<file path="config.mk">
export PLATFORM = sky130hd
export DESIGN_NAME = rs_enc_lfsr
export DESIGN_NICKNAME = d
export VERILOG_FILES = /design/src/rtl/rs_pkg.sv /design/src/rtl/rs_gf_cmul.sv /design/src/rtl/rs_enc_lfsr.sv
export SDC_FILE = /design/constraint.sdc
export NUM_CORES = 1
export LEC_CHECK = 0
export BUFFER_PORTS_ARGS = -buffer_cell sky130_fd_sc_hd__buf_2
export CELL_PAD_IN_SITES_DETAIL_PLACEMENT = 2
export CELL_PAD_IN_SITES_GLOBAL_PLACEMENT = 2
export CORE_MARGIN = 8
export CORE_UTILIZATION = 41
export CTS_CLUSTER_SIZE = 40
export DETAILED_ROUTE_END_ITERATION = 7
export PLACE_DENSITY = 0.92
export SLEW_MARGIN = 20
export SYNTH_ARGS = -nofsm -noshare
export SYNTH_HDL_FRONTEND = slang
export SYNTH_SLANG_ARGS = --single-unit
</file>
<file path="constraint.sdc">
create_clock -name clk -period 2.6 [get_ports clk]
set_clock_uncertainty 0.05 [all_clocks]
set_input_delay 0.65 -clock clk [delete_from_list [all_inputs] [get_ports clk]]
set_output_delay 0.65 -clock clk [all_outputs]
set_load 0.05 [all_outputs]
</file>
<file path="src/rtl/rs_pkg.sv">
// GF(2^8) helpers for the systematic Reed-Solomon encoder: field constants,
// constant multiplication and generator-polynomial coefficients.
package rs_pkg;

   localparam int         GF_W    = 8;
   localparam logic [8:0] GF_POLY = 9'h11D;

   typedef enum logic {
      S_DATA = 1'b0,
      S_PAR  = 1'b1
   } enc_state_e;

   // Shift-and-add product of two field elements; only evaluated on constants.
   function automatic logic [7:0] gf_mul_const(input logic [7:0] a,
                                               input logic [7:0] b,
                                               input logic [8:0] poly);
      logic [7:0] acc;
      logic [7:0] x;
      acc = 8'h00;
      x   = a;
      for (int i = 0; i < GF_W; i++) begin
         if (b[i]) acc = acc ^ x;
         x = x[7] ? ((x << 1) ^ poly[7:0]) : (x << 1);
      end
      return acc;
   endfunction

   // Coefficient j of g(x) = prod_{i<npar} (x + alpha^i), alpha = 2, monic.
   function automatic logic [7:0] gen_coef(input int npar,
                                           input int j,
                                           input logic [8:0] poly);
      logic [8*33-1:0] g;
      logic [7:0]      root;
      g       = '0;
      g[7:0]  = 8'h01;
      root    = 8'h01;
      for (int i = 0; i < npar; i++) begin
         // Multiply by (x + root) in place, highest coefficient first.
         for (int k = i + 1; k >= 1; k--) begin
            g[k*8 +: 8] = g[(k-1)*8 +: 8] ^ gf_mul_const(g[k*8 +: 8], root, poly);
         end
         g[7:0] = gf_mul_const(g[7:0], root, poly);
         root   = gf_mul_const(root, 8'h02, poly);
      end
      return g[j*8 +: 8];
   endfunction

endpackage

</file>
<file path="src/rtl/rs_gf_cmul.sv">
// Combinational multiply of an 8-bit field element by a constant COEF,
// built as a fixed XOR network (no tables, no general multiplier).
module rs_gf_cmul
   import rs_pkg::*;
#(
   parameter logic [7:0] COEF = 8'h01,
   parameter logic [8:0] POLY = GF_POLY
) (
   input  logic [7:0] a,
   output logic [7:0] y
);

   // Row i holds COEF * x^i; the product XORs the rows selected by bits of a.
   function automatic logic [63:0] build_rows(input logic [7:0] c,
                                              input logic [8:0] p);
      logic [63:0] rows;
      logic [7:0]  x;
      rows = '0;
      x    = c;
      for (int i = 0; i < 8; i++) begin
         rows[i*8 +: 8] = x;
         x = x[7] ? ((x << 1) ^ p[7:0]) : (x << 1);
      end
      return rows;
   endfunction

   localparam logic [63:0] ROWS = build_rows(COEF, POLY);

   always_comb begin
      y = 8'h00;
      for (int i = 0; i < 8; i++) begin
         y = y ^ (ROWS[i*8 +: 8] & {8{a[i]}});
      end
   end

endmodule

</file>
<file path="src/rtl/rs_enc_lfsr.sv">
// Streaming systematic RS encoder: K message symbols pass through, then NPAR
// parity symbols are shifted out of the LFSR, behind one output register.
module rs_enc_lfsr
   import rs_pkg::*;
#(
   parameter int         NPAR      = 16,
   parameter int         K         = 239,
   parameter logic [8:0] PRIM_POLY = 9'h11D
) (
   input  logic       clk,
   input  logic       rst,
   input  logic       in_valid,
   output logic       in_ready,
   input  logic [7:0] in_data,
   output logic       out_valid,
   input  logic       out_ready,
   output logic [7:0] out_data,
   output logic       out_parity,
   output logic       out_last,
   output logic       fsm_state
);

   // Handshakes: a transfer happens on a rising edge where valid and ready are
   // both high; valid never depends on ready, and once out_valid is raised its
   // data holds until the transfer. adv = the output register may be reloaded.

   localparam logic [7:0] K_LAST = 8'(K - 1);
   localparam logic [7:0] P_LAST = 8'(NPAR - 1);

   enc_state_e state, state_nxt;
   logic [7:0] cnt, cnt_nxt;
   logic [7:0] par     [NPAR];
   logic [7:0] par_nxt [NPAR];
   logic [7:0] prod    [NPAR];
   logic [7:0] fb;
   logic       adv;
   logic [7:0] od_nxt;
   logic       ov_nxt;
   logic       op_nxt;
   logic       ol_nxt;

   assign adv       = out_ready | ~out_valid;
   assign fb        = in_data ^ par[NPAR-1];
   assign fsm_state = state;

   for (genvar j = 0; j < NPAR; j++) begin : g_cmul
      rs_gf_cmul #(
         .COEF (gen_coef(NPAR, j, PRIM_POLY)),
         .POLY (PRIM_POLY)
      ) u_cmul (
         .a (fb),
         .y (prod[j])
      );
   end

   always_comb begin
      state_nxt = state;
      cnt_nxt   = cnt;
      par_nxt   = par;
      od_nxt    = out_data;
      ov_nxt    = out_valid;
      op_nxt    = out_parity;
      ol_nxt    = out_last;
      in_ready  = 1'b0;
      case (state)
         S_DATA: begin
            in_ready = adv;
            if (adv) begin
               if (in_valid) begin
                  od_nxt     = in_data;
                  ov_nxt     = 1'b1;
                  op_nxt     = 1'b0;
                  ol_nxt     = 1'b0;
                  par_nxt[0] = prod[0];
                  for (int j = 1; j < NPAR; j++) begin
                     par_nxt[j] = par[j-1] ^ prod[j];
                  end
                  if (cnt == K_LAST) begin
                     cnt_nxt   = 8'd0;
                     state_nxt = S_PAR;
                  end else begin
                     cnt_nxt = cnt + 8'd1;
                  end
               end else begin
                  ov_nxt = 1'b0;
                  op_nxt = 1'b0;
                  ol_nxt = 1'b0;
               end
            end
         end
         S_PAR: begin
            if (adv) begin
               od_nxt     = par[NPAR-1];
               ov_nxt     = 1'b1;
               op_nxt     = 1'b1;
               ol_nxt     = (cnt == P_LAST);
               par_nxt[0] = 8'h00;
               for (int j = 1; j < NPAR; j++) begin
                  par_nxt[j] = par[j-1];
               end
               // Shifting in zeros leaves the LFSR clear after the last parity.
               if (cnt == P_LAST) begin
                  cnt_nxt   = 8'd0;
                  state_nxt = S_DATA;
               end else begin
                  cnt_nxt = cnt + 8'd1;
               end
            end
         end
         default: state_nxt = S_DATA;
      endcase
   end

   always_ff @(posedge clk or negedge rst) begin
      if (!rst) begin
         state      <= S_DATA;
         cnt        <= 8'd0;
         out_data   <= 8'h00;
         out_valid  <= 1'b0;
         out_parity <= 1'b0;
         out_last   <= 1'b0;
         for (int j = 0; j < NPAR; j++) begin
            par[j] <= 8'h00;
         end
      end else begin
         state      <= state_nxt;
         cnt        <= cnt_nxt;
         out_data   <= od_nxt;
         out_valid  <= ov_nxt;
         out_parity <= op_nxt;
         out_last   <= ol_nxt;
         for (int j = 0; j < NPAR; j++) begin
            par[j] <= par_nxt[j];
         end
      end
   end

endmodule
</file>
==> results.tsv, run 1 <==
metric	value	unit
wire length per cell	35.3	um
Post-Route WL	44300	um
post-synthesis register bit count	148	
largest net degree at the start of global routing	111	
DRT iter0 DRCs	749	
slew margin rel.	24.7	%
height of the die	163	um
CP arrival	3.16	ns
CP required	2.93	ns
mux share of post-synthesis cell area	1.01	%
CP startpoint kind	flop	
most frequent cells in the layout	dfrtp_1 (144), o21ai_0 (126), nor2_1 (109), xnor2_1 (89), nand2_1 (77)	
Setup violations, final	14	
die width	163	um
Area Growth Syn to Fin	20.9	%
commonest non-fill, non-tap cell in the layout	dfrtp_1	
FMAX	353	MHz
share of cells above drive strength 1	18.6	%
adder-cell area share of the yosys netlist	0.281	%
TritonCTS buffer count	17	
routed vias	8322	
RD Place Congestion	0.822	
Slowest cell on crit path	xnor2_2	
Hold Vio Cnt, Final	0	
slack of the critical path	-0.231	ns
Syn Nets	912	
Mean Syn Cell Area	9.91	sq um
drt via density	6.63	
worst min path class	primary input to async pin	
die area	0.0267	sq mm
Setup crit end kind	flop	
CTS H-tree depth	4	
Largest stage delay, worst path	0.90	ns
first-pass GRT wire length	62300	um
Sequential Area	0.00371	sq mm
period utilisation layout	109	%
Clock Latency Late Sink	0.46	ns
1st-pass router iterations	8	
Synth Area in Simple Gates	15.1	%
number of global-route vias before repair	9249	
Antenna Cells	0	
RSZ-0062 raised after global routing	true	
Residual DRC	2	
total clock sinks	148	
Worst Tran Pin Value	1.12	ns
FP Rows	54	
cells along the critical path	xnor2_4, xnor2_2, xnor3_1, or4_1, nand3_1	
final core occ	49.9	%
port bufs	24	
cell family with most CP delay	XOR/XNOR gates	
maxcap violations	0	
compound-gate portion of the synthesized area	14.3	%
violations in the final reports	design-rule violations, negative setup slack	
main combinational cell family by area after synthesis	XOR/XNOR gates	
Tmin final	2.83	ns
hold buffer count at CTS	0	
clk slew on worst S/H paths	0.08	ns
initial antenna violation count	0	
kind of critical path	flop to flop	
outcome	complete, but fails checks	
CP bufs+invs	0	
fin nets	976	
Post-Synth XOR/XNOR Area	24.6	%
synthesis warning total	0	
DP Wirelength	25200	um
CTS root buffer	clkbuf_16	
library cells used by synthesis	43	
Multi-input gate area	0.00511	sq mm
initial core utilization	41.3	%
CTS tree	yes	
global-route usage over all layers	32.0	%
grt total ovfl	0	
Layout fillers	2143	
Core Area	0.0216	sq mm
cell area after synthesis	0.00890	sq mm
CP Max Fanout	8	
Seq/Total Area, Yosys	41.6	%
Ports	25	
setup TNS	-1.01	ns
clock tree buffer depth	2	
Pins Over Slew Limit	0	
Synth Instances	898	
post-route ant nets	0	
-- registers in the layout, summed over array words and instances, names as in the netlist --
| name | cells |
|---|---|
| par | 128 |
| cnt | 8 |
| out_data | 8 |
| fsm_state | 1 |
| out_last | 1 |
| out_parity | 1 |
| out_valid | 1 |
-- Yosys cell counts (all sizes together) --
| cell type | n | area share (%) |
|---|---|---|
| o21ai | 127 | 7.1 |
| buf | 11 | 0.76 |
| o211ai | 8 | 0.67 |
| clkbuf | 50 | 2.1 |
| and3 | 1 | 0.070 |
| a21boi | 1 | 0.084 |
| nand2 | 77 | 3.2 |
| or4 | 3 | 0.25 |
| nor2 | 111 | 4.7 |
| inv | 3 | 0.13 |
| a21o | 4 | 0.34 |
| nor4b | 1 | 0.098 |
| xor2 | 13 | 2.0 |
| xnor3 | 38 | 9.6 |
| or4b | 1 | 0.11 |
| mux2i | 9 | 1.0 |
| xnor2 | 108 | 13 |
| nand2b | 3 | 0.21 |
| o31ai | 1 | 0.084 |
| dfrtp | 148 | 42 |
| nand3 | 10 | 0.56 |
| nor4 | 1 | 0.070 |
| nor3b | 1 | 0.084 |
| o31a | 1 | 0.098 |
| o311ai | 5 | 0.49 |
| nand4 | 3 | 0.21 |
| ha | 2 | 0.28 |
| a211o | 1 | 0.098 |
| a31oi | 73 | 5.1 |
| nor3 | 2 | 0.11 |
| a22o | 1 | 0.098 |
| a21oi | 2 | 0.11 |
| xor3 | 1 | 0.27 |
| nor2b | 1 | 0.070 |
| or3 | 76 | 5.3 |
-- area by class of cell --
class	count	share of cell area [%]
multi-input combinational	686	47.5
sequential	148	34.5
timing repair buffer	106	9.01
clock buffer	18	3.99
tap	280	3.26
clock inverter	14	1.65
inverter	3	0.105
-- routing by layer --
metal / track usage, % / part of all wire [%] / vias to the layer above
met5: 0 / 0 / -
met2: 55.1 / 50 / 458
met3: 7.16 / 6.2 / 243
met1: 33.5 / 35 / 4346
met4: 25.3 / 8.5 / 0
li1: - / - / 3275
-- logic make-up (layout without fill, tap and decap cells) --
logic type,count (synthesis),after routing
AOI/OAI and AO/OA,224,224
xor gates and xnor gates,160,160
adders and majority gates,2,2
buffers and inverters,64,141
DFF,148,148
muxes,9,9
and+or+nand+nor,291,291
-- stage by stage --
step,instances,hold WS (ns),area [sq um],worst slack [ns]
final,1255,0.0862,10800,-0.231
after global routing,1255,0.103,10800,-0.209
after CTS,1254,0.100,10600,-0.0714
after detailed placement,1220,0.425,9940,-0.392
after global placement,1220,0.408,9940,-0.0580
after floorplan,898,0.304,8910,0.0441
-- repair_timing --
item,in CTS,in global routing
buffers inserted,2,1
resized for setup,6,28
setup endpoints to repair,12,20
pin swaps,3,4
-- worst paths after layout --
kind	from	end	slack, ns	depth (start not counted)
worst max-delay path	par[6]	par[54]	-0.23	5
worst min-delay path	rst	par[113]	0.09	1
worst max register to register	par[6]	par[54]	-0.23	5
worst min register to register	out_last	out_last	0.45	2
max in group asynchronous	rst	par[91]	1.67	2
min in group clk	out_last	out_last	0.45	2
Power of run 1 is not shown: default switching activity piles up to over one toggle a cycle in this logic, so the estimate is an artifact.
==> run 2: changes to the inputs <==
PLACE_DENSITY = default   (was 0.92)
PLACE_DENSITY_LB_ADDON = 0.25   (was default)
RECOVER_POWER = 100   (was default)
==> results.tsv, run 2 (same netlist as run 1, synthesis figures left out) <==
metric	value	unit	change
CTS tree	yes		unchanged
hold buffer count at CTS	0		unchanged
largest net degree at the start of global routing	104		was 111
kind of critical path	flop to output port		was flop to flop
clock tree buffer depth	2		unchanged
FMAX	402	MHz	was 353 MHz
wire length per cell	25.6	um	was 35.3 um
maxcap violations	1		was 0
total clock sinks	148		unchanged
met1 Track Usage GR	29.3	%	was 33.5%
Top reg by flops	par		unchanged
height of the die	163	um	unchanged
fin nets	968		was 976
die area	0.0267	sq mm	unchanged
M2 GR Usage	43.8	%	was 55.1%
port bufs	24		unchanged
CP required	1.90	ns	was 2.93 ns
CP startpoint kind	flop		unchanged
commonest non-fill, non-tap cell in the layout	dfrtp_1		unchanged
Residual DRC	0		was 2
TritonCTS buffer count	17		unchanged
routed vias	7286		was 8,322
gr busiest metal	met2		unchanged
Hold Path End	out_parity		
slack of the critical path	0.114	ns	was -0.231 ns
Post-Route WL	32000	um	was 44,300 um
Core Area	0.0216	sq mm	unchanged
DP Wirelength	21400	um	was 25,200 um
outcome	complete, but fails checks		unchanged
met3 usage	4.89	%	was 7.16%
CP Max Fanout	7		was 8
Clock Latency Late Sink	0.44	ns	was 0.46 ns
global-route usage over all layers	25.1	%	was 32.0%
clk slew on worst S/H paths	0.07	ns	was 0.08 ns
Ports	25		unchanged
post-route ant nets	0		unchanged
Setup crit end kind	output port		was flop
Area Growth Syn to Fin	16.8	%	was 20.9%
most frequent cells in the layout	dfrtp_1 (147), o21ai_0 (126), nor2_1 (110), xnor2_1 (99), nand2_1 (77)		was dfrtp_1 (144), o21ai_0 (126), nor2_1 (109), xnor2_1 (89), nand2_1 (77)
worst min path class	flop to flop		was primary input to async pin
Worst Hold Depth	2		
drt via density	5.84		was 6.63
Largest regs	par x128, cnt x8, out_data x8		unchanged
CTS root buffer	clkbuf_16		unchanged
Post-CTS Setup Repair Bufs	0		was 2
CP arrival	1.79	ns	was 3.16 ns
share of cells above drive strength 1	12.5	%	was 18.6%
initial antenna violation count	2		was 0
grt total ovfl	0		unchanged
post-CTS resize count	0		was 6
pre-CTS setup slack	-0.168	ns	was -0.392 ns
Hold Vio Cnt, Final	0		unchanged
FP Rows	54		unchanged
initial core utilization	41.3	%	unchanged
first-pass GRT wire length	50300	um	was 62,300 um
RSZ-0062 raised after global routing	false		was true
worst reg2reg path startpoint	par[0]		was par[6]
DRT iter0 DRCs	420		was 749
RD Place Congestion	0.823		was 0.822
Largest stage delay, worst path	0.40	ns	was 0.90 ns
violations in the final reports	max-capacitance violations, max-slew violations		was design-rule violations, negative setup slack
number of global-route vias before repair	8412		was 9,249
Setup violations, final	0		was 14
CTS H-tree depth	4		unchanged
slew margin rel.	-4.69	%	was 24.7%
Worst Tran Pin Value	1.57	ns	was 1.12 ns
cells along the critical path	nor2b_1, clkbuf_1, nor2_1, clkbuf_2		was xnor2_4, xnor2_2, xnor3_1, or4_1, nand3_1
die width	163	um	unchanged
Pins Over Slew Limit	57		was 0
Slowest cell on crit path	dfrtp_1		was xnor2_2
Tmin final	2.49	ns	was 2.83 ns
min-delay src	out_parity		
reg2reg setup slack	0.11	ns	was -0.23 ns
reg2reg end	par[102]		was par[54]
reg2reg path depth	7		was 5
1st-pass router iterations	4		was 8
period utilisation layout	95.6	%	was 109%
max reg flops	128		unchanged
Layout fillers	2256		was 2,143
run 2: cell count changes in the layout (fill, tap and decap cells not counted), moves of 10 or more:
cell,before,now
clkbuf_1,1,26
buf_2,23,11
clkbuf_2,0,11
xnor2_1,89,99
buf_4,62,30
run 2: cell type report:
class / count / area, sq um / area share [%]
antenna: 1 / 2.50 / 0.0241
clock buffer: 18 / 429 / 4.13
clock inverter: 14 / 201 / 1.94
inverter: 3 / 11.3 / 0.108
multi-input combinational: 686 / 4900 / 47.1
sequential: 148 / 3710 / 35.7
tap: 280 / 350 / 3.37
timing repair buffer: 98 / 800 / 7.69
run 2: critical path: cells and delay by family (launching register included):
family	cells	cell delay [ns]
buffers and inverters	2	0.54
DFF	1	0.40
and+or+nand+nor	2	0.40
run 2: how the worst max path moves through the flow:
stage | cells past startpoint | slack, ns | endpoint | from
floorplan | 6 | 0.04 | par[45] | in_data[6]
global route | 7 | 0.03 | par[102] | par[0]
detailed placement | 7 | -0.17 | par[64] | in_data[1]
global placement | 8 | -0.01 | par[86] | in_data[1]
CTS | 6 | 0.11 | par[26] | par[5]
finish | 4 | 0.11 | in_ready | out_valid
run 2: through the flow:
step                instances  util (%)  hold slack (ns)  cell area (sq um)  TNS [ns]
global placement         1215      46.2            0.405               9950   -0.0148
floorplan                 898         -            0.304               8910         0
global route             1248      48.2            0.469              10400         0
detailed placement       1215      46.2            0.432               9950     -1.72
finish                   1248      48.2            0.442              10400         0
CTS                      1247      49.1            0.155              10600         0
run 2: routing by layer:
metal	share of wire, %	vias up
li1	-	3262
met1	40	3820
met2	52	141
met3	3.8	63
met4	3.5	0
met5	0	-
Power of run 2 is left out for the same reason.
==> run 3: changes to the inputs <==
CORE_MARGIN = 2   (was 8)
REMOVE_ABC_BUFFERS = 1   (was default)
==> results.tsv, run 3 (same netlist as run 1, synthesis figures left out) <==
metric	value	unit	change
outcome	complete, but fails checks		unchanged
violations in the final reports	negative setup slack		was max-capacitance violations, max-slew violations
maxcap violations	0		was 1
die area	0.0229	sq mm	was 0.0267 sq mm
final non-filler cell total	1246		was 1,248
grt total ovfl	0		unchanged
cell count after placement	1214		was 1,215
CTS root buffer	clkbuf_16		unchanged
Hold Vio Cnt, Final	0		unchanged
period utilisation layout	102	%	was 95.6%
slack of the critical path	-0.0556	ns	was 0.114 ns
CP Max Fanout	12		was 7
final core occ	49.1	%	was 48.2%
cell family with most CP delay	XOR/XNOR gates		was buffers and inverters
initial antenna violation count	0		was 2
Setup crit end kind	flop		was output port
cells along the critical path	xor2_4, buf_12, xnor3_1, xnor2_1, o21ai_0, a31oi_1		was nor2b_1, clkbuf_1, nor2_1, clkbuf_2
most frequent cells in the layout	dfrtp_1 (147), o21ai_0 (126), nor2_1 (110), xnor2_1 (95), nand2_1 (77)		was dfrtp_1 (147), o21ai_0 (126), nor2_1 (110), xnor2_1 (99), nand2_1 (77)
commonest non-fill, non-tap cell in the layout	dfrtp_1		unchanged
DRT iter0 DRCs	363		was 420
Residual DRC	0		unchanged
clock tree buffer depth	2		unchanged
clk slew on worst S/H paths	0.06	ns	was 0.07 ns
CP arrival	2.96	ns	was 1.79 ns
global-route usage over all layers	29.6	%	was 25.1%
share of cells above drive strength 1	13.3	%	was 12.5%
number of global-route vias before repair	8321		was 8,412
FP Rows	53		was 54
RD Place Congestion	0.852		was 0.823
Clock Latency Late Sink	0.44	ns	about the same
wire length per cell	25.7	um	was 25.6 um
Post-Route WL	32000	um	about the same
CTS tree	yes		unchanged
Layout fillers	2201		was 2,256
Antenna Cells	0		was 1
die width	151	um	was 163 um
DP Wirelength	22100	um	was 21,400 um
Post-CTS Setup Repair Bufs	0		unchanged
CP required	2.91	ns	was 1.90 ns
Worst Tran Pin Value	1.33	ns	was 1.57 ns
CP bufs+invs	1		was 2
largest net degree at the start of global routing	87		was 104
worst min path class	primary input to flop		was flop to flop
slew margin rel.	11.5	%	was -4.69%
height of the die	151	um	was 163 um
Core Area	0.0212	sq mm	was 0.0216 sq mm
1st-pass router iterations	5		was 4
Worst Hold Depth	2		unchanged
port bufs	24		unchanged
Tmin final	2.66	ns	was 2.49 ns
FMAX	377	MHz	was 402 MHz
Pins Over Slew Limit	0		was 57
cell count along the critical path	6		was 4
Largest regs	par x128, cnt x8, out_data x8		unchanged
pre-CTS setup slack	-0.298	ns	was -0.168 ns
CTS H-tree depth	4		unchanged
Area Growth Syn to Fin	16.7	%	was 16.8%
placed cell area	0.00991	sq mm	was 0.00995 sq mm
TritonCTS buffer count	17		unchanged
kind of critical path	flop to flop		was flop to output port
reg2reg path depth	6		was 7
CP startpoint kind	flop		unchanged
max reg flops	128		unchanged
hold buffer count at CTS	0		unchanged
Setup violations, final	2		was 0
Largest stage delay, worst path	0.56	ns	was 0.40 ns
post-route ant nets	0		unchanged
first-pass GRT wire length	50000	um	was 50,300 um
routed vias	7388		was 7,286
drt via density	5.93		was 5.84
fin area	0.0104	sq mm	about the same
Top reg by flops	par		unchanged
Ports	25		unchanged
Slowest cell on crit path	xnor3_1		was dfrtp_1
fin nets	972		was 968
total clock sinks	148		unchanged
initial core utilization	42.1	%	was 41.3%
run 3: cell types whose count changed in the layout (fill, tap and decap cells not counted), moves of 2 or more:
cell and change:
buf_6 +2, clkinv_4 -3, clkbuf_2 -4, buf_12 -5
buf_4 +15, xnor2_2 +5, xnor2_1 -4, clkbuf_8 +3
clkbuf_4 -4
run 3: worst paths after layout:
path,startpoint,endpoint,slack (ns)
max in group asynchronous,rst,fsm_state,0.63
worst max-delay path,par[7],par[10],-0.06
worst min-delay path,in_valid,out_valid,0.42
worst max register to register,par[7],par[10],-0.06
worst min register to register,out_last,out_last,0.44
min in group asynchronous,rst,par[11],0.45
run 3: what timing repair did:
item / in CTS / in global routing
endpoints found under the setup margin: 1 / 2
resized for setup: 1 / 1
gates cloned: 0 / 0
run 3: metrics by stage:
step                TNS (ns)  hold slack (ns)
CTS                        0            0.100
global route         -0.0597            0.438
finish               -0.0614            0.420
floorplan            -800.50            0.304
global placement      -0.386            0.409
detailed placement     -3.43            0.434
run 3: worst reg2reg max path, stage by stage (launching register included):
cell	delay, ns
dfrtp_1	0.48
xor2_4	0.19
buf_12	0.18
xnor3_1	0.57
xnor2_1	0.55
o21ai_0	0.30
a31oi_1	0.26
run 3: cell type report:
cell class / count / area (sq um) / share of cell area (%)
tap: 275 / 344 / 3.31
inverter: 3 / 11.3 / 0.108
clock inverter: 11 / 149 / 1.43
clock buffer: 21 / 470 / 4.53
timing repair buffer: 102 / 783 / 7.54
sequential: 148 / 3700 / 35.7
multi-input combinational: 686 / 4930 / 47.4
run 3: routing by layer:
layer,global-route usage (%),share of wire [%]
met1,35.5,41
met4,11.6,3.1
met3,4.22,3.2
met5,0,0
met2,53.3,52
Power of run 3 is left out for the same reason.
